## src/rtl/fault_diag_pkg.sv

```systemverilog
// rtl/fault_diag_pkg.sv - state encoding and default sizes for the fault-dictionary diagnoser
package fault_diag_pkg;

  localparam int TEST_COUNT_DEF  = 66;
  localparam int FAULT_COUNT_DEF = 980;
  localparam int IDX_W_DEF       = 10;

  typedef enum logic [2:0] {
    IDLE    = 3'd0,
    COLLECT = 3'd1,
    SCAN    = 3'd2,
    DRAIN   = 3'd3,
    DONE    = 3'd4
  } diag_state_t;

endpackage

```

## src/rtl/fault_diagnoser_if.sv

```systemverilog
// rtl/fault_diagnoser_if.sv - tester, dictionary and result signals of the fault diagnoser
interface fault_diagnoser_if #(
  parameter int TEST_COUNT = fault_diag_pkg::TEST_COUNT_DEF,
  parameter int IDX_W      = fault_diag_pkg::IDX_W_DEF
);

  logic                  start;
  logic                  pf_valid;
  logic                  pf_fail;
  logic                  pf_ready;
  logic                  dict_rd;
  logic [IDX_W-1:0]      dict_addr;
  logic [TEST_COUNT-1:0] dict_data;
  logic                  busy;
  logic                  done;
  logic                  fault_free;
  logic                  match_found;
  logic [IDX_W-1:0]      match_count;
  logic [IDX_W-1:0]      first_idx;
  logic [TEST_COUNT-1:0] syndrome;

  modport master (
    output start, pf_valid, pf_fail, dict_data,
    input  pf_ready, dict_rd, dict_addr, busy, done, fault_free,
           match_found, match_count, first_idx, syndrome
  );

  modport slave (
    input  start, pf_valid, pf_fail, dict_data,
    output pf_ready, dict_rd, dict_addr, busy, done, fault_free,
           match_found, match_count, first_idx, syndrome
  );

endinterface

```

## src/rtl/syndrome_collector.sv

```systemverilog
// rtl/syndrome_collector.sv - pass/fail handshake, pattern index and syndrome register with zero detect
module syndrome_collector #(
  parameter int TEST_COUNT = fault_diag_pkg::TEST_COUNT_DEF
) (
  input  logic                  clk,
  input  logic                  rst,
  input  logic                  clear_i,
  input  logic                  enable_i,
  input  logic                  pf_valid_i,
  input  logic                  pf_fail_i,
  output logic                  pf_ready_o,
  output logic                  last_xfer_o,
  output logic                  all_zero_o,
  output logic [TEST_COUNT-1:0] syndrome_o
);

  localparam int               CNT_W    = $clog2(TEST_COUNT);
  localparam logic [CNT_W-1:0] LAST_IDX = CNT_W'(TEST_COUNT - 1);

  logic [CNT_W-1:0]      idx_q, idx_d;
  logic [TEST_COUNT-1:0] syn_q, syn_d;
  logic                  xfer;

  assign pf_ready_o  = enable_i;
  assign xfer        = pf_valid_i & enable_i;
  assign last_xfer_o = xfer && (idx_q == LAST_IDX);
  // The last bit is still on the input during its transfer, so fold it into the zero test.
  assign all_zero_o  = (syn_q == '0) && !pf_fail_i;
  assign syndrome_o  = syn_q;

  always_comb begin
    idx_d = idx_q;
    syn_d = syn_q;
    if (clear_i) begin
      idx_d = '0;
      syn_d = '0;
    end else if (xfer) begin
      syn_d[idx_q] = pf_fail_i;
      idx_d        = idx_q + CNT_W'(1);
    end
  end

  always_ff @(posedge clk or posedge rst) begin
    if (rst) begin
      idx_q <= '0;
      syn_q <= '0;
    end else begin
      idx_q <= idx_d;
      syn_q <= syn_d;
    end
  end

endmodule

```

## src/rtl/fault_diagnoser.sv

```systemverilog
// rtl/fault_diagnoser.sv - collects a pass/fail syndrome and counts matching fault-dictionary entries
module fault_diagnoser
  import fault_diag_pkg::*;
#(
  parameter int TEST_COUNT  = TEST_COUNT_DEF,
  parameter int FAULT_COUNT = FAULT_COUNT_DEF,
  parameter int IDX_W       = IDX_W_DEF
) (
  input logic               clk,
  input logic               rst,
  fault_diagnoser_if.slave  bus
);

  localparam logic [IDX_W-1:0] LAST_ADDR = IDX_W'(FAULT_COUNT - 1);

  diag_state_t           state_q, state_d;
  logic [IDX_W-1:0]      addr_q, addr_d;
  logic [IDX_W-1:0]      addr_pipe_q;
  logic                  rd_pipe_q;
  logic [IDX_W-1:0]      match_count_q, match_count_d;
  logic [IDX_W-1:0]      first_idx_q, first_idx_d;
  logic                  fault_free_q, fault_free_d;
  logic                  done_q;
  logic                  clear;
  logic                  last_xfer;
  logic                  all_zero;
  logic                  entry_match;
  logic                  pf_ready;
  logic [TEST_COUNT-1:0] syndrome;

  syndrome_collector #(
    .TEST_COUNT (TEST_COUNT)
  ) u_collector (
    .clk         (clk),
    .rst         (rst),
    .clear_i     (clear),
    .enable_i    (state_q == COLLECT),
    .pf_valid_i  (bus.pf_valid),
    .pf_fail_i   (bus.pf_fail),
    .pf_ready_o  (pf_ready),
    .last_xfer_o (last_xfer),
    .all_zero_o  (all_zero),
    .syndrome_o  (syndrome)
  );

  // Dictionary data arrives one cycle after its read; rd_pipe_q/addr_pipe_q tag that cycle.
  assign entry_match = rd_pipe_q && (bus.dict_data == syndrome);

  always_comb begin
    state_d       = state_q;
    clear         = 1'b0;
    addr_d        = addr_q;
    match_count_d = match_count_q;
    first_idx_d   = first_idx_q;
    fault_free_d  = fault_free_q;

    if (entry_match) begin
      match_count_d = match_count_q + IDX_W'(1);
      if (match_count_q == '0) begin
        first_idx_d = addr_pipe_q;
      end
    end

    case (state_q)
      IDLE, DONE: begin
        if (bus.start) begin
          state_d       = COLLECT;
          clear         = 1'b1;
          addr_d        = '0;
          match_count_d = '0;
          first_idx_d   = '0;
          fault_free_d  = 1'b0;
        end
      end
      COLLECT: begin
        if (last_xfer) begin
          if (all_zero) begin
            state_d      = DONE;
            fault_free_d = 1'b1;
          end else begin
            state_d = SCAN;
          end
        end
      end
      SCAN: begin
        if (addr_q == LAST_ADDR) begin
          state_d = DRAIN;
        end else begin
          addr_d = addr_q + IDX_W'(1);
        end
      end
      DRAIN: begin
        state_d = DONE;
      end
      default: begin
        state_d = IDLE;
      end
    endcase
  end

  always_ff @(posedge clk or posedge rst) begin
    if (rst) begin
      state_q       <= IDLE;
      addr_q        <= '0;
      addr_pipe_q   <= '0;
      rd_pipe_q     <= 1'b0;
      match_count_q <= '0;
      first_idx_q   <= '0;
      fault_free_q  <= 1'b0;
      done_q        <= 1'b0;
    end else begin
      state_q       <= state_d;
      addr_q        <= addr_d;
      addr_pipe_q   <= addr_q;
      rd_pipe_q     <= (state_q == SCAN);
      match_count_q <= match_count_d;
      first_idx_q   <= first_idx_d;
      fault_free_q  <= fault_free_d;
      done_q        <= (state_d == DONE) && (state_q != DONE);
    end
  end

  assign bus.pf_ready    = pf_ready;
  assign bus.dict_rd     = (state_q == SCAN);
  assign bus.dict_addr   = addr_q;
  assign bus.busy        = (state_q == COLLECT) || (state_q == SCAN) || (state_q == DRAIN);
  assign bus.done        = done_q;
  assign bus.fault_free  = fault_free_q;
  assign bus.match_found = (match_count_q != '0);
  assign bus.match_count = match_count_q;
  assign bus.first_idx   = first_idx_q;
  assign bus.syndrome    = syndrome;

endmodule
```

## src/flat_wrapper.sv

```systemverilog
// flat-port wrapper written by rule: the top's interface ports become plain ports
module fault_diagnoser_flat import fault_diag_pkg::*;
#(
  parameter int TEST_COUNT  = TEST_COUNT_DEF,
  parameter int FAULT_COUNT = FAULT_COUNT_DEF,
  parameter int IDX_W       = IDX_W_DEF
)
  (clk, rst, bus_start, bus_pf_valid, bus_pf_fail, bus_dict_data, bus_pf_ready, bus_dict_rd, bus_dict_addr, bus_busy, bus_done, bus_fault_free, bus_match_found, bus_match_count, bus_first_idx, bus_syndrome);
  fault_diagnoser_if #(.TEST_COUNT(TEST_COUNT), .IDX_W(IDX_W)) bus_i ();
  input logic clk;
  input logic rst;
  input wire logic [$bits(bus_i.start)-1:0] bus_start;
  input wire logic [$bits(bus_i.pf_valid)-1:0] bus_pf_valid;
  input wire logic [$bits(bus_i.pf_fail)-1:0] bus_pf_fail;
  input wire logic [$bits(bus_i.dict_data)-1:0] bus_dict_data;
  output wire logic [$bits(bus_i.pf_ready)-1:0] bus_pf_ready;
  output wire logic [$bits(bus_i.dict_rd)-1:0] bus_dict_rd;
  output wire logic [$bits(bus_i.dict_addr)-1:0] bus_dict_addr;
  output wire logic [$bits(bus_i.busy)-1:0] bus_busy;
  output wire logic [$bits(bus_i.done)-1:0] bus_done;
  output wire logic [$bits(bus_i.fault_free)-1:0] bus_fault_free;
  output wire logic [$bits(bus_i.match_found)-1:0] bus_match_found;
  output wire logic [$bits(bus_i.match_count)-1:0] bus_match_count;
  output wire logic [$bits(bus_i.first_idx)-1:0] bus_first_idx;
  output wire logic [$bits(bus_i.syndrome)-1:0] bus_syndrome;
  assign bus_i.start = bus_start;
  assign bus_i.pf_valid = bus_pf_valid;
  assign bus_i.pf_fail = bus_pf_fail;
  assign bus_i.dict_data = bus_dict_data;
  assign bus_pf_ready = bus_i.pf_ready;
  assign bus_dict_rd = bus_i.dict_rd;
  assign bus_dict_addr = bus_i.dict_addr;
  assign bus_busy = bus_i.busy;
  assign bus_done = bus_i.done;
  assign bus_fault_free = bus_i.fault_free;
  assign bus_match_found = bus_i.match_found;
  assign bus_match_count = bus_i.match_count;
  assign bus_first_idx = bus_i.first_idx;
  assign bus_syndrome = bus_i.syndrome;
  fault_diagnoser #(.TEST_COUNT(TEST_COUNT), .FAULT_COUNT(FAULT_COUNT), .IDX_W(IDX_W)) u_core (.clk(clk), .rst(rst), .bus(bus_i));
endmodule
```

## config.mk

```make
export PLATFORM = sky130hd
export DESIGN_NAME = fault_diagnoser_flat
export DESIGN_NICKNAME = d
export VERILOG_FILES = /design/src/rtl/fault_diag_pkg.sv /design/src/rtl/fault_diagnoser_if.sv /design/src/rtl/syndrome_collector.sv /design/src/rtl/fault_diagnoser.sv /design/src/flat_wrapper.sv
export SDC_FILE = /design/constraint.sdc
export NUM_CORES = 1
export LEC_CHECK = 0
export BUFFER_PORTS_ARGS = -buffer_cell sky130_fd_sc_hd__buf_2
export CORE_UTILIZATION = 54
export CTS_CLUSTER_SIZE = 30
export DETAILED_ROUTE_END_ITERATION = 8
export PLACE_DENSITY = 0.82
export SYNTH_ARGS = -nofsm -noshare
export SYNTH_HDL_FRONTEND = slang
export SYNTH_HIERARCHICAL = 1
export SYNTH_SLANG_ARGS = --single-unit
```

## constraint.sdc

```tcl
create_clock -name clk -period 3.38 [get_ports clk]
set_clock_uncertainty 0.2 [all_clocks]
set_input_delay 1.014 -clock clk [delete_from_list [all_inputs] [get_ports clk]]
set_output_delay 1.014 -clock clk [all_outputs]
set_load 0.005 [all_outputs]
```

==> results.tsv <==
stage	metric	value	unit
run_status	status	complete, no violations	
logic_synthesis	post-synth cell types	47	
setup_path	worst setup path startpoint	u_core/state_q[2]$_DFF_PP0_	
logic_synthesis	number of synthesized flops with an enable pin	0	
logic_synthesis	post-synth top area share	42.9	%
setup_path	Setup CP Type	register to output port	
setup_path	Worst EP required	2170	ps
floorplan	Starting Density	55.2	%
sta	Final Worst Setup Slack	387	ps
sta	RSZ-0062 raised after global routing	no	
detailed_routing	# DRC	0	
place	Placer Congestion	0.956	
setup_path	Worst setup EP type	output port	
logic_synthesis	Seq/Total Area, Yosys	42.9	%
detailed_routing	post-route ant nets	0	
logic_synthesis	Synth area leader	dfrtp_1	
sta	Max-slew headroom	29.1	%
clocking	CTS root buffer	clkbuf_16	
logic_synthesis	Async SR Flop Fraction	100	%
setup_path	WP depth	3	
floorplan	die area	0.0133	mm²
clocking	post-CTS sizing	0	
cells_and_area	Ant. Diodes	0	
floorplan	Die Height	115	µm
sta	Final Hold Vio Count	0	
logic_synthesis	Synth Area per Inst	10.0	µm²
floorplan	Site Rows	41	
logic_synthesis	Synth Register Bits	119	
detailed_routing	1st-pass router iterations	5	
global_routing	initial antenna violation count	0	
sta	Setup violations, final	0	
clocking	CTS tree	done	
cells_and_area	Layout area overhead	23.0	%
setup_path	worst setup path end	bus_pf_ready	
detailed_routing	DR iter-0 viols	838	
clocking	H-tree levels	4	
sta	FMAX	334	MHz
logic_synthesis	synth cell count leaders	dfrtp_1 (119), nor2_1 (90), mux2i_1 (67)	
place	Buffers on Ports	172	
logic_synthesis	net count after synthesis	770	
clocking	Post-CTS Setup Repair Bufs	0	
global_routing	gr usage total	33.9	%
clocking	clk_lat worst skew	410	ps
power	pwr dens	595	mW/mm²
clocking	CTS sink cnt	119	
detailed_routing	Routed wire per std cell	21.0	µm
floorplan	I/O pin count	173	
setup_path	Reg-to-Reg End	u_core/u_collector/syndrome_o[28]$_DFFE_PP0P_	
setup_path	Critical path buffers and inverters	1	
clocking	CTS buffer count	17	
logic_synthesis	mapped cell area	0.00694	mm²
sta	Slew @ Worst Pin	1060	ps
cells_and_area	final net count	930	
detailed_routing	Vias	6416	
sta	Tmin final	2990	ps
setup_path	startpoint types	register	
floorplan	die width	115	µm
logic_synthesis	Cells after Synth	694	
sta	Hold WS	247	ps
logic_synthesis	Ys Warns	6	
place	Post-Place Worst Slack	68.6	ps
setup_path	CP Cell Sequence	nand2b_1 > nor2_1 > buf_2	
power	P_leak	4.04	nW
setup_path	worst r2r path cells	7	
detailed_routing	drt via density	6.19	
global_routing	GR Overflow Total	0	
setup_path	R2R setup slack	520	ps
setup_path	reg-to-reg startpoint	u_core/state_q[2]$_DFF_PP0_	
global_routing	pin count of the biggest net entering global routing	74	
setup_path	Largest stage delay, worst path	490	ps
detailed_routing	wirelength, routed	21800	µm
global_routing	first-pass GRT wire length	33600	µm
setup_path	Crit path arrival time	1780	ps
cells_and_area	share of layout cells above drive strength 1	30.4	%
flow_run	Max Cap Violations	0	
logic_synthesis	Synth area leaders	dfrtp_1 (43%), mux2i_1 (9.7%), xor2_1 (6.6%)	
sta	setup TNS	0	ps
setup_path	CP max stage cell	nor2_1	
logic_synthesis	most frequent cell after synthesis	dfrtp_1	
min_path	Hold Crit Class	register to register	
power	peak supply drop	380	µV
setup_path	Crit path max-delay family	simple AND/OR/NAND/NOR gates	
sta	Tcrit/Tclk final	88.6	%
setup_path	CP Max Fanout	10	
place	placed cell area	0.00795	mm²
cells_and_area	Final Cell Area	0.00853	mm²
clocking	hold buffer count at CTS	0	
sta	Slew Limit Fails	0	
place	HPWL after DPL	15000	µm
floorplan	Core Box Area	0.0126	mm²
global_routing	vias in the first global route	6065	
clocking	Clock Tree Buf Depth	2	
clocking	Reg clk slew, reported paths	50	ps
logic_synthesis	top_reg_cell synth	dfrtp_1	
## where the power goes
| part | switching [mW] | internal, mW | leakage [nW] |
|---|---|---|---|
| logic | 0.934 | 0.500 | 2.11 |
| registers | 0.275 | 1.56 | 1.64 |
| clock network | 0.627 | 1.18 | 0.289 |
| total | 1.84 | 3.24 | 4.04 |
## cells by family (layout without fill, tap and decap cells)
kind of cell,Yosys count,in the layout,share of synthesized area [%]
adder cells (fa/ha/maj),5,5,0.902
AO/OA/AOI/OAI,51,51,4.47
buffers and inverters,64,235,4.71
XOR/XNOR,79,79,9.97
flip-flops,119,119,42.9
AND/OR/NAND/NOR,309,309,27.4
multiplexers,67,67,9.67
## area by class of cell
cell class | count | area [µm²]
fill | 898 | 4040
multi-input combinational | 511 | 3640
sequential | 119 | 2980
timing repair buffer | 193 | 1070
clock buffer | 21 | 460
tap | 172 | 215
clock inverter | 9 | 126
inverter | 12 | 45.0
## flip-flops by register name, indices dropped and copies added, names as in the netlist
register and cells:
u_core/u_collector/syndrome_o 66, u_core/rd_pipe_q 1, u_core/u_collector/idx_q 7, u_core/bus.first_idx 10
u_core/addr_pipe_q 10, u_core/bus.fault_free 1, u_core/state_q 3, u_core/bus.done 1
u_core/bus.match_count 10, u_core/bus.dict_addr 10
## metrics by stage
| stage | std cells | util, % | power, mW |
|---|---|---|---|
| finish | 1037 | 67.9 | 5.08 |
| global route | 1037 | 67.9 | 5.24 |
| CTS | 1037 | 67.9 | 5.03 |
| detailed placement | 1007 | 63.2 | 3.21 |
| global placement | 1007 | 63.2 | 3.19 |
| floorplan | 694 | - | 2.74 |
## worst register-to-register path, stage by stage, from the launching register on
cell	delay, ps
dfrtp_1	440
nand2b_1	210
nor2_1	490
nand3_2	450
buf_12	320
nor4_1	330
mux2i_1	240
nor2_1	80
## per-layer routing
| layer | part of all wire, % | vias to the layer above | track usage [%] | wire length (µm) |
|---|---|---|---|---|
| met2 | 46 | 414 | 51.2 | 10100 |
| met4 | 2.9 | 0 | 12.5 | 641 |
| met3 | 11 | 70 | 12.1 | 2450 |
| li1 | - | 2830 | - | - |
| met5 | 0 | - | 0 | 0 |
| met1 | 40 | 3102 | 44.9 | 8620 |
## cells in the final DEF, fill, tap and decap left out, types with 3 or more instances in the layout
| cell type | Yosys | layout |
|---|---|---|
| xnor2_1 | 27 | 27 |
| and3_1 | 6 | 6 |
| nor3_2 | 24 | 24 |
| nand3_1 | 18 | 18 |
| mux2i_1 | 67 | 67 |
| o41ai_1 | 4 | 4 |
| a21oi_1 | 22 | 22 |
| nor3_1 | 30 | 30 |
| o311ai_0 | 5 | 5 |
| bufinv_16 | 0 | 3 |
| and4_1 | 4 | 4 |
| nor4b_1 | 4 | 4 |
| inv_1 | 12 | 9 |
| o21ai_0 | 14 | 14 |
| nor4_4 | 5 | 5 |
| ha_1 | 5 | 5 |
| dfrtp_1 | 119 | 119 |
| xor2_1 | 52 | 52 |
| nand4_1 | 32 | 32 |
| buf_4 | 3 | 17 |
| nor4_1 | 44 | 43 |
| clkbuf_16 | 0 | 17 |
| inv_2 | 0 | 3 |
| clkinv_2 | 0 | 4 |
| nor4_2 | 3 | 4 |
| buf_2 | 18 | 172 |
| nand4bb_1 | 5 | 5 |
| nor2_1 | 90 | 90 |
| or3_1 | 3 | 3 |
| nand2_1 | 12 | 12 |
| buf_12 | 0 | 4 |
| nand2b_1 | 9 | 9 |
## worst min path at each step
stage	start	end	slack, ps	cells after the start
global route	u_core/bus.dict_addr[9]$_DFFE_PP0P_	u_core/addr_pipe_q[9]$_DFF_PP0_	260	0
global placement	u_core/bus.dict_addr[9]$_DFFE_PP0P_	u_core/addr_pipe_q[9]$_DFF_PP0_	230	0
finish	u_core/bus.dict_addr[9]$_DFFE_PP0P_	u_core/addr_pipe_q[9]$_DFF_PP0_	250	0
floorplan	u_core/bus.dict_addr[9]$_DFFE_PP0P_	u_core/addr_pipe_q[9]$_DFF_PP0_	230	0
CTS	u_core/bus.dict_addr[9]$_DFFE_PP0P_	u_core/addr_pipe_q[9]$_DFF_PP0_	250	0
detailed placement	u_core/bus.dict_addr[9]$_DFFE_PP0P_	u_core/addr_pipe_q[9]$_DFF_PP0_	240	0
Power figures use the tool's default switching activity.
